File: src/rtl/wb_stage.sv
// Write-back stage: EX/WB register, write-back mux, register-bank write/forward port, retire counter.
// Latency: EX inputs to bank write is 1 cycle; stall holds the slot and masks the write, flush squashes the capture.
module wb_stage #(
    parameter int DATA_W     = 16,
    parameter int REG_ADDR_W = 4,
    parameter int CNT_W      = 16
) (
    input  logic                  clock,
    input  logic                  reset,
    input  logic                  ex_valid,
    input  logic                  stall,
    input  logic                  flush,
    input  logic [DATA_W-1:0]     Saida_ULA,
    input  logic [DATA_W-1:0]     Saida_MemoriaDados,
    input  logic [DATA_W-1:0]     PC,
    input  logic [DATA_W-1:0]     constanteExtendida,
    input  logic [1:0]            wb_sel,
    input  logic                  wb_hab,
    input  logic [REG_ADDR_W-1:0] wb_dest,
    output logic                  BR_Hab_Escrita,
    output logic [REG_ADDR_W-1:0] BR_Endereco_Escrita,
    output logic [DATA_W-1:0]     BR_Dado_Escrita,
    output logic                  fwd_valid,
    output logic [REG_ADDR_W-1:0] fwd_dest,
    output logic [DATA_W-1:0]     fwd_dado,
    output logic [CNT_W-1:0]      instr_retired
);

    localparam logic [1:0] SEL_ALU   = 2'b00;
    localparam logic [1:0] SEL_MEM   = 2'b01;
    localparam logic [1:0] SEL_LINK  = 2'b10;
    localparam logic [1:0] SEL_CONST = 2'b11;

    localparam logic [DATA_W-1:0] DATA_ONE = {{(DATA_W-1){1'b0}}, 1'b1};
    localparam logic [CNT_W-1:0]  CNT_ONE  = {{(CNT_W-1){1'b0}}, 1'b1};

    logic                  v_q,     v_d;
    logic [1:0]            sel_q,   sel_d;
    logic                  hab_q,   hab_d;
    logic [REG_ADDR_W-1:0] dest_q,  dest_d;
    logic [DATA_W-1:0]     alu_q,   alu_d;
    logic [DATA_W-1:0]     pc_q,    pc_d;
    logic [DATA_W-1:0]     const_q, const_d;
    logic [CNT_W-1:0]      cnt_q,   cnt_d;

    logic                  retire;
    logic                  wr_en;
    logic [DATA_W-1:0]     wb_val;

    // Squashed slots keep their stale data fields; only v matters once cleared.
    always_comb begin
        v_d     = v_q;
        sel_d   = sel_q;
        hab_d   = hab_q;
        dest_d  = dest_q;
        alu_d   = alu_q;
        pc_d    = pc_q;
        const_d = const_q;
        if (flush) begin
            v_d = 1'b0;
        end else if (!stall) begin
            v_d     = ex_valid;
            sel_d   = wb_sel;
            hab_d   = wb_hab;
            dest_d  = wb_dest;
            alu_d   = Saida_ULA;
            pc_d    = PC;
            const_d = constanteExtendida;
        end
    end

    assign retire = v_q & ~stall;
    assign cnt_d  = retire ? cnt_q + CNT_ONE : cnt_q;

    always_ff @(posedge clock or posedge reset) begin
        if (reset) begin
            v_q     <= 1'b0;
            sel_q   <= 2'b00;
            hab_q   <= 1'b0;
            dest_q  <= '0;
            alu_q   <= '0;
            pc_q    <= '0;
            const_q <= '0;
            cnt_q   <= '0;
        end else begin
            v_q     <= v_d;
            sel_q   <= sel_d;
            hab_q   <= hab_d;
            dest_q  <= dest_d;
            alu_q   <= alu_d;
            pc_q    <= pc_d;
            const_q <= const_d;
            cnt_q   <= cnt_d;
        end
    end

    // Memory read is synchronous, so its live data lines up with the registered slot.
    always_comb begin
        wb_val = alu_q;
        case (sel_q)
            SEL_ALU:   wb_val = alu_q;
            SEL_MEM:   wb_val = Saida_MemoriaDados;
            SEL_LINK:  wb_val = pc_q + DATA_ONE;
            SEL_CONST: wb_val = const_q;
            default:   wb_val = alu_q;
        endcase
    end

    assign wr_en               = v_q & hab_q & ~stall;
    assign BR_Hab_Escrita      = wr_en;
    assign BR_Endereco_Escrita = dest_q;
    assign BR_Dado_Escrita     = wb_val;
    assign fwd_valid           = wr_en;
    assign fwd_dest            = dest_q;
    assign fwd_dado            = wb_val;
    assign instr_retired       = cnt_q;

endmodule
File: config.mk
export PLATFORM = sky130hd
export DESIGN_NAME = wb_stage
export DESIGN_NICKNAME = d
export VERILOG_FILES = /design/src/rtl/wb_stage.sv
export SDC_FILE = /design/constraint.sdc
export NUM_CORES = 1
export LEC_CHECK = 0
export ABC_AREA = 1
export BUFFER_PORTS_ARGS = -buffer_cell sky130_fd_sc_hd__buf_2
export CORE_ASPECT_RATIO = 0.6
export CORE_MARGIN = 2
export CORE_UTILIZATION = 45
export CTS_CLUSTER_SIZE = 30
export DETAILED_ROUTE_END_ITERATION = 10
export PLACE_DENSITY_LB_ADDON = 0.08
export SLEW_MARGIN = 20
export SYNTH_ARGS = -nofsm -noshare
export SYNTH_HDL_FRONTEND = slang
export SYNTH_SLANG_ARGS = --single-unit
File: constraint.sdc
create_clock -name clock -period 2.1 [get_ports clock]
set_input_delay 0.105 -clock clock [delete_from_list [all_inputs] [get_ports clock]]
set_output_delay 0.105 -clock clock [all_outputs]
set_load 0.01 [all_outputs]
; ---- Yosys cells after proc, flatten, opt, wreduce, memory -nomap -nowiden
; Cells that the tools add are included.
[op_classes]
n_addsub = 2
n_eq_ne = 4
muxes = 3
bitwise = 5
reduce_logical = 2
[ops]
columns = operator, count
row1 = case mux 16 bit (4 select lines), 1
row2 = adder 16 x 1 -> 16 bit (second input constant), 2
row3 = equality test 2 bit (second input constant), 2
row4 = AND 1 bit, 3
row5 = equality test 2 x 1 -> 1 bit (second input constant), 1
row6 = logical NOT 2 bit, 1
row7 = 2-to-1 mux 1 bit, 2
row8 = inequality test 2 x 1 -> 1 bit (second input constant), 1
row9 = NOT 1 bit, 2
row10 = AND reduction 2 bit, 1
[totals]
ff_bits = 72
in_bits = 76
out_inout_bits = 58
word_cells = 24

; ---- Longest topological paths before layout
; Gate-level depths: netlist of run 1.
[depth]
depth_word = 2
mapped_depth = 8
ltp_nobuf = 8

; ---- Least setup slack after synthesis of run 1
; Ideal clock, no wire load.
[synth_path]
kind = register -> output
startpoint = reg pc_q[1]
endpoint = out fwd_dado[10]
t_arrival_ns = 1.306
t_required_ns = 1.995
setup_slack_ns = 0.689
stages_incl_launch_ff = 9
n_path_buf = 1
path_cell_list = dfrtp_1 ha_1 nand3_1 inv_1 nand2_1 o21ai_0 nand3_1 nand4_1 buf_4
[synth_between]
elab_chain_len = 2
[synth_rtl]
columns = item, line_no
row1 = "start, declared", 42  ; logic [DATA_W-1:0] pc_q, pc_d;
row2 = "start signal, assigned", 91  ; pc_q <= pc_d;
row3 = adder 16 x 1 -> 16 bit, 103  ; SEL_LINK: wb_val = pc_q + DATA_ONE;
row4 = case mux 16 bit (4 select lines), 100  ; case (sel_q)
row5 = "end, declared", 25  ; output logic [DATA_W-1:0] fwd_dado,
; Every way passes these cells.

; ---- Final worst setup path of run 1
[layout_path]
startpoint = reg sel_q[1]
endpoint = out fwd_dado[6]
[layout_between]
elab_chain_len = 2
word_cells_on_any_way = 5
classes_between = eq/ne (3) / mux (1) / reduce/logical (1)
[layout_rtl]
columns = item, line_no
row1 = "start, declared", 38  ; logic [1:0] sel_q, sel_d;
row2 = "start signal, assigned", 87  ; sel_q <= sel_d;
row3 = equality test 2 bit (tied with other cells), 100
row4 = case mux 16 bit (4 select lines) (*), 100
; Mark *: on every way between the ends. The rest lies on a longest branch, timed or not.

==> summary.txt, run 1 <==
Setup path
  – Crit path largest cell delay: about 0.42 ns
  – Crit. End Element: primary output
  – CP Max Fanout: 15
  – Arrival @ worst endpoint: roughly 1.8 ns
  – Crit path max-delay family: compound AO/OA/AOI/OAI gates
  – CP Cell Sequence: inv_1 > nor2_4 > a21boi_0 > o21ai_0 > o2111ai_1 > buf_2
  – Kind of critical path: flop to primary output
  – R2R setup slack: about 0.61 ns
  – Critical path buffers and inverters: 2
  – CP required: 2.00 ns
  – Critical Path Slowest Stage Cell: dfrtp_1
  – Worst r2r src: instr_retired[0]
  – Critical Path Start: sel_q[1]
  – R2R Path End: instr_retired[10]
  – R2R cell count: 7
  – Element type at the critical path start: flop
  – WP depth: 6

Placed design
  – Placed insts: 649
  – DP Wirelength: roughly 7400 um
  – Routability congestion estimate from global placement: slightly above 0.9
  – Area after DPL: 4470 um2
  – Buffers on Ports: 133

Global route
  – Grt met1 use: 0.349
  – Met3 Resource Use GR: 0.0823
  – Grt ovf: 0
  – Most Used Layer, Global Route: met1
  – Vias in the first global route: between 3000 and 4000
  – First-pass GRT wire length: around 16000 um
  – GR Util All Layers: 0.229
  – GRT met2 Usage: 0.309
  – Antenna violations before repair: 0
  – Largest net degree at the start of global routing: 77

Synth
  – Area share of the largest cell type after synthesis: 0.471
  – #FFs+latches synth: approximately 70
  – Area contributors post-synth: dfrtp_1 (47%), nand2_1 (12%), mux2_2 (10%), o21ai_0 (4.2%), buf_4 (4.1%)
  – Post-synthesis area per instance: between 8 and 9 um2
  – Net count after synthesis: ~520
  – Yosys top cell by area: dfrtp_1
  – Mapped cell area: around 3800 um2
  – Synth Instances: approximately 440
  – Ys Warns: 0
  – Sequential area share after synthesis: 0.471
  – Post-synth cell types: 27

Power and ir drop
  – VDD IR max: roughly 0.54 mV
  – Leak pwr: approximately 0.0025 uW
  – Total power draw: approximately 4500 uW
  – Pwr/cell area: about 870 nW/um2

STA
  – Final critical-path required period: a little under 2 ns
  – Final setup viols: 0
  – Worst-Margin Slew: 0.446 ns
  – Max-slew violations: 0
  – TNS Setup: 0 ns
  – Max-slew headroom: 0.702
  – Tcrit/Tclk final: 0.928
  – FMAX: slightly above 500 MHz
  – Hold Fails Final Rpt: 0
  – RSZ-0062 raised after global routing: no
  – Clock Skew: about 0.0023 ns

Clocking
  – Clk buf depth: 2
  – Root Buffer: clkbuf_16
  – Reg clk slew, reported paths: 0.05 ns
  – Clock sink total: approximately 70
  – Setup bufs post-CTS: 0
  – # H-tree levels: 3
  – TritonCTS clock tree: built
  – Worst-Skew Late Latency: about 0.33 ns
  – Num CTS Buffers: 9

Layout
  – Commonest non-fill, non-tap cell in the layout: buf_2
  – Most frequent cells in the layout: buf_2 (133), nand2_1 (123), dfrtp_1 (72)
  – Nets: 663
  – Layout area overhead: 34.3%
  – Filler instances: 706
  – Share of layout cells above drive strength 1: 0.348
  – Final instance area: 5130 um2
  – Ant diodes: 0
  – Final cell count without fillers: 697

Routing
  – DRC violations left: 0
  – Post-route ant nets: 0
  – Mean number of vias per cell: ~4.9
  – Starting DRT DRC Count: around 260
  – Total Routed Length: a little over 10000 um
  – Detailed Routing Iterations Pass 1: 5
  – Detail-routed net length per standard cell: roughly 14 um
  – Vias: 3410

Min path
  – Worst hold-check path type: primary input to flop
  – Hold wc startpoint: PC[9]
  – Worst hold stages: 3
  – Min-Delay Endpoint: pc_q[9]

Floorplan
  – Area of the core: between 8000 and 9000 um2
  – Die X: 123 um
  – Die area: 9270 um2
  – Placement Rows: 25
  – Top Ports: about 130
  – Initial core utilization: 0.474
  – Die height: approximately 75 um

Run status
  – Status: finished clean

Job
  – Max-cap violations: 0
## worst reg2reg max path, stage by stage (launching register included)
cell and delay [ns]:
dfrtp_1 0.46, ha_1 0.26, nand3_2 0.11, nor2_2 0.15, nand2_2 0.11, nor2_2 0.11
xnor2_1 0.12, inv_1 0.05
## final cells by class
cell class	count	area (um2)	share of cell area
repair buffers	169	1060	0.206
flip-flops and latches	72	1800	0.351
multi-input cells	293	1670	0.325
clock buffers	10	239	0.0466
clock inverters	5	81.3	0.0158
inverters	40	150	0.0292
well taps	108	135	0.0263
## kinds of logic (layout without fill, tap and decap cells)
| family | Yosys count | after routing | share of synthesized area |
|---|---|---|---|
| DFF | 72 | 72 | 0.471 |
| buffers and inverters | 73 | 224 | 0.0962 |
| xor gates and xnor gates | 12 | 12 | 0.0275 |
| muxes | 34 | 34 | 0.100 |
| AOI/OAI and AO/OA | 40 | 40 | 0.0576 |
| and+or+nand+nor | 205 | 205 | 0.241 |
| adders and majority gates | 2 | 2 | 0.00654 |
## stage by stage
stage	setup slack (ns)	utilization	hold WS, ns
after floorplan	0.170	-	0.168
after global placement	0.534	0.554	0.217
after detailed placement	0.486	0.554	0.222
after CTS	0.120	0.635	0.000796
after global routing	0.00939	0.636	0.000547
final	0.150	0.636	0.00537
## sequential cells by signal, summed over array words and instances, names as in the netlist
name	cells
hab_q	1
pc_q	16
const_q	16
instr_retired	16
v_q	1
sel_q	2
alu_q	16
BR_Endereco_Escrita	4
## worst max-delay path by stage
stage	endpoint
2_1_floorplan	BR_Endereco_Escrita[0]
3_3_place_gp	fwd_dado[4]
3_5_place_dp	fwd_dado[4]
4_1_cts	fwd_dado[4]
5_1_grt	BR_Dado_Escrita[11]
6_report	fwd_dado[6]
## power breakdown
group | switching, uW | leakage, uW | internal (uW)
combinational | 582 | 0.00151 | 482
clock | 561 | 0.000155 | 1060
sequential | 178 | 0.000884 | 1580
total | 1320 | 0.00255 | 3130
## what timing repair did
item | in CTS | in global routing
gates resized for setup | 0 | 4
endpoints found under the hold margin | 104 | 0
hold buffers | 33 | 0
setup endpoints to repair | 0 | 10
## routing by layer
metal	wire length [um]	up-vias
met5	0	-
met4	46	0
met3	805	4
met2	3990	120
met1	5230	1575
li1	-	1711
## synthesized netlist by cell type
cell type,count
o2111ai_1,4
nand2_2,2
dfrtp_1,72
nand2_1,123
buf_4,21
a21oi_1,2
o21ai_0,32
a211oi_1,1
nand4_1,15
nor2_2,2
xor2_1,6
or2_2,1
buf_2,12
nor2_4,4
nor2_1,28
nor3_1,3
nand4_4,1
nand3_2,2
nand3b_1,1
nand3_1,22
mux2_2,34
inv_2,1
inv_1,39
nor3_2,1
xnor2_1,6
ha_1,2
a21boi_0,1
Power figures use the tool's default switching activity.
==> run 2: changes to the inputs <==
Settings changed: CAP_MARGIN set to 30, CORE_MARGIN 2 to 10, SKIP_LAST_GASP set to 1.
==> run 2 against run 1 <==
  * Wire length up 12%
  * Global-route usage down 5.1 points
  * Fmax about the same
  * Die area up 37%
  * Combinational power up 4%
==> summary.txt, run 2 (synthesis gave the netlist of run 1 again) <==
Clocking
  – Worst-Skew Late Latency: between 0.3 and 0.4 ns
  – Root Buffer: clkbuf_16
  – Clk buf depth: 2
  – TritonCTS clock tree: built
  – Reg clk slew, reported paths: ~0.05 ns
  – Clock sink total: between 70 and 80
  – Num CTS Buffers: 9
  – # H-tree levels: 3

Routing
  – Detailed Routing Iterations Pass 1: 4
  – Vias: 3464
  – Post-route ant nets: 0
  – Total Routed Length: about 11000 um
  – Starting DRT DRC Count: 247
  – Mean number of vias per cell: around 4.9
  – Detail-routed net length per standard cell: ~16 um
  – DRC violations left: 0

Setup path
  – Crit path capture: BR_Dado_Escrita[4]
  – R2R cell count: 7
  – Arrival @ worst endpoint: 1.85 ns
  – Kind of critical path: flop to primary output
  – CP required: 2.00 ns
  – Worst r2r src: instr_retired[0]
  – R2R Path End: instr_retired[10]
  – Crit. End Element: primary output
  – Element type at the critical path start: flop
  – Critical Path Start: pc_q[1]
  – R2R setup slack: ~0.59 ns
  – CP Max Fanout: 6

STA
  – Final setup viols: 0
  – Clock Skew: about 0.003 ns
  – Worst-Margin Slew: roughly 0.53 ns
  – Hold Fails Final Rpt: 0
  – Max-slew headroom: 0.647
  – FMAX: roughly 510 MHz
  – Tcrit/Tclk final: 0.929
  – Max-slew violations: 0
  – Final critical-path required period: between 1.5 and 2 ns

Global route
  – GRT met2 Usage: 0.255
  – Grt met1 use: 0.249
  – Largest net degree at the start of global routing: 77
  – Met3 Resource Use GR: 0.0681
  – Antenna violations before repair: 0
  – Vias in the first global route: approximately 3500
  – Grt ovf: 0
  – GR Util All Layers: 0.178
  – Most Used Layer, Global Route: met2
  – First-pass GRT wire length: roughly 19000 um

Layout
  – Nets: between 600 and 700
  – Most frequent cells in the layout: buf_2 (133), nand2_1 (123), dfrtp_1 (72)
  – Final cell count without fillers: about 710
  – Ant diodes: 0
  – Filler instances: slightly below 700
  – Share of layout cells above drive strength 1: 0.343
  – Sequential Area: between 1500 and 2000 um2
  – Final instance area: approximately 5200 um2
  – Commonest non-fill, non-tap cell in the layout: buf_2
  – Multi-input logic area: 1670 um2
  – Layout area overhead: 34.9%

Floorplan
  – Die area: 12700 um2
  – Placement Rows: 25
  – Die X: 139 um
  – Area of the core: a little over 8000 um2
  – Initial core utilization: 0.474
  – Top Ports: between 100 and 150
  – Die height: between 90 and 100 um

Power and ir drop
  – Leak pwr: about 0.0026 uW
  – VDD IR max: 0.488 mV
  – Pwr/cell area: just over 800 nW/um2

Placed design
  – DP Wirelength: 8510 um
  – Routability congestion estimate from global placement: ~0.86
  – Placed insts: 650
  – Area after DPL: between 4000 and 5000 um2
  – Buffers on Ports: between 100 and 150

Min path
  – Worst hold-check path type: primary input to flop
  – Hold wc startpoint: PC[13]

Job
  – Max-cap violations: 0

Run status
  – Status: finished clean
## run 2: cell type report
| class | count | area share |
|---|---|---|
| sequential | 72 | 0.349 |
| multi-input combinational | 293 | 0.323 |
| timing repair buffer | 181 | 0.223 |
| clock buffer | 11 | 0.0451 |
| inverter | 40 | 0.0291 |
| tap | 108 | 0.0262 |
| clock inverter | 4 | 0.00437 |
## run 2: how the worst min path moves through the flow
stage / to / slack, ns / cells after the start
after floorplan: v_q / 0.17 / 1
after global placement: alu_q[0] / 0.22 / 3
after detailed placement: instr_retired[15] / 0.23 / 3
after CTS: alu_q[2] / 0.0001 / 2
after global routing: alu_q[5] / 0.003 / 2
final: pc_q[13] / 0.004 / 3
## run 2: metrics by stage
stage	worst slack [ns]	hold slack [ns]	TNS [ns]	utilization	total power, uW
2_1_floorplan	0.170	0.168	0	-	2460
3_3_place_gp	0.501	0.216	0	0.554	2800
3_5_place_dp	0.492	0.226	0	0.554	2820
4_1_cts	0.0917	0.000142	0	0.635	4230
5_1_grt	-0.000163	0.00288	-0.000163	0.639	4460
6_report	0.149	0.00378	0	0.639	4200
## run 2: metal layers
layer,vias up,wire length (um)
met4,0,86
met1,1610,5530
met2,123,4670
met3,13,954
met5,-,0
li1,1718,-
## run 2: repair_timing
| action | in CTS | in global routing |
|---|---|---|
| hold buffers | 40 | 0 |
| resized for setup | 0 | 2 |
| endpoints found under the setup margin | 0 | 6 |
| buffers inserted | 0 | 4 |
| endpoints found under the hold margin | 111 | 0 |
## run 2: where the power goes
group          switching, uW  internal, uW  leakage (uW)  total, uW
sequential               184          1580      0.000884       1770
combinational            599           501       0.00156       1100
clock                    547           786      0.000125       1330
total                   1330          2870       0.00257       4200
## run 2: worst max-delay path, cell delays in order (launching register included)
cell     delay (ns)
dfrtp_1        0.41
ha_1           0.22
nand3_1        0.12
inv_2          0.07
o21ai_0        0.35
nand4_1        0.17
buf_2          0.18
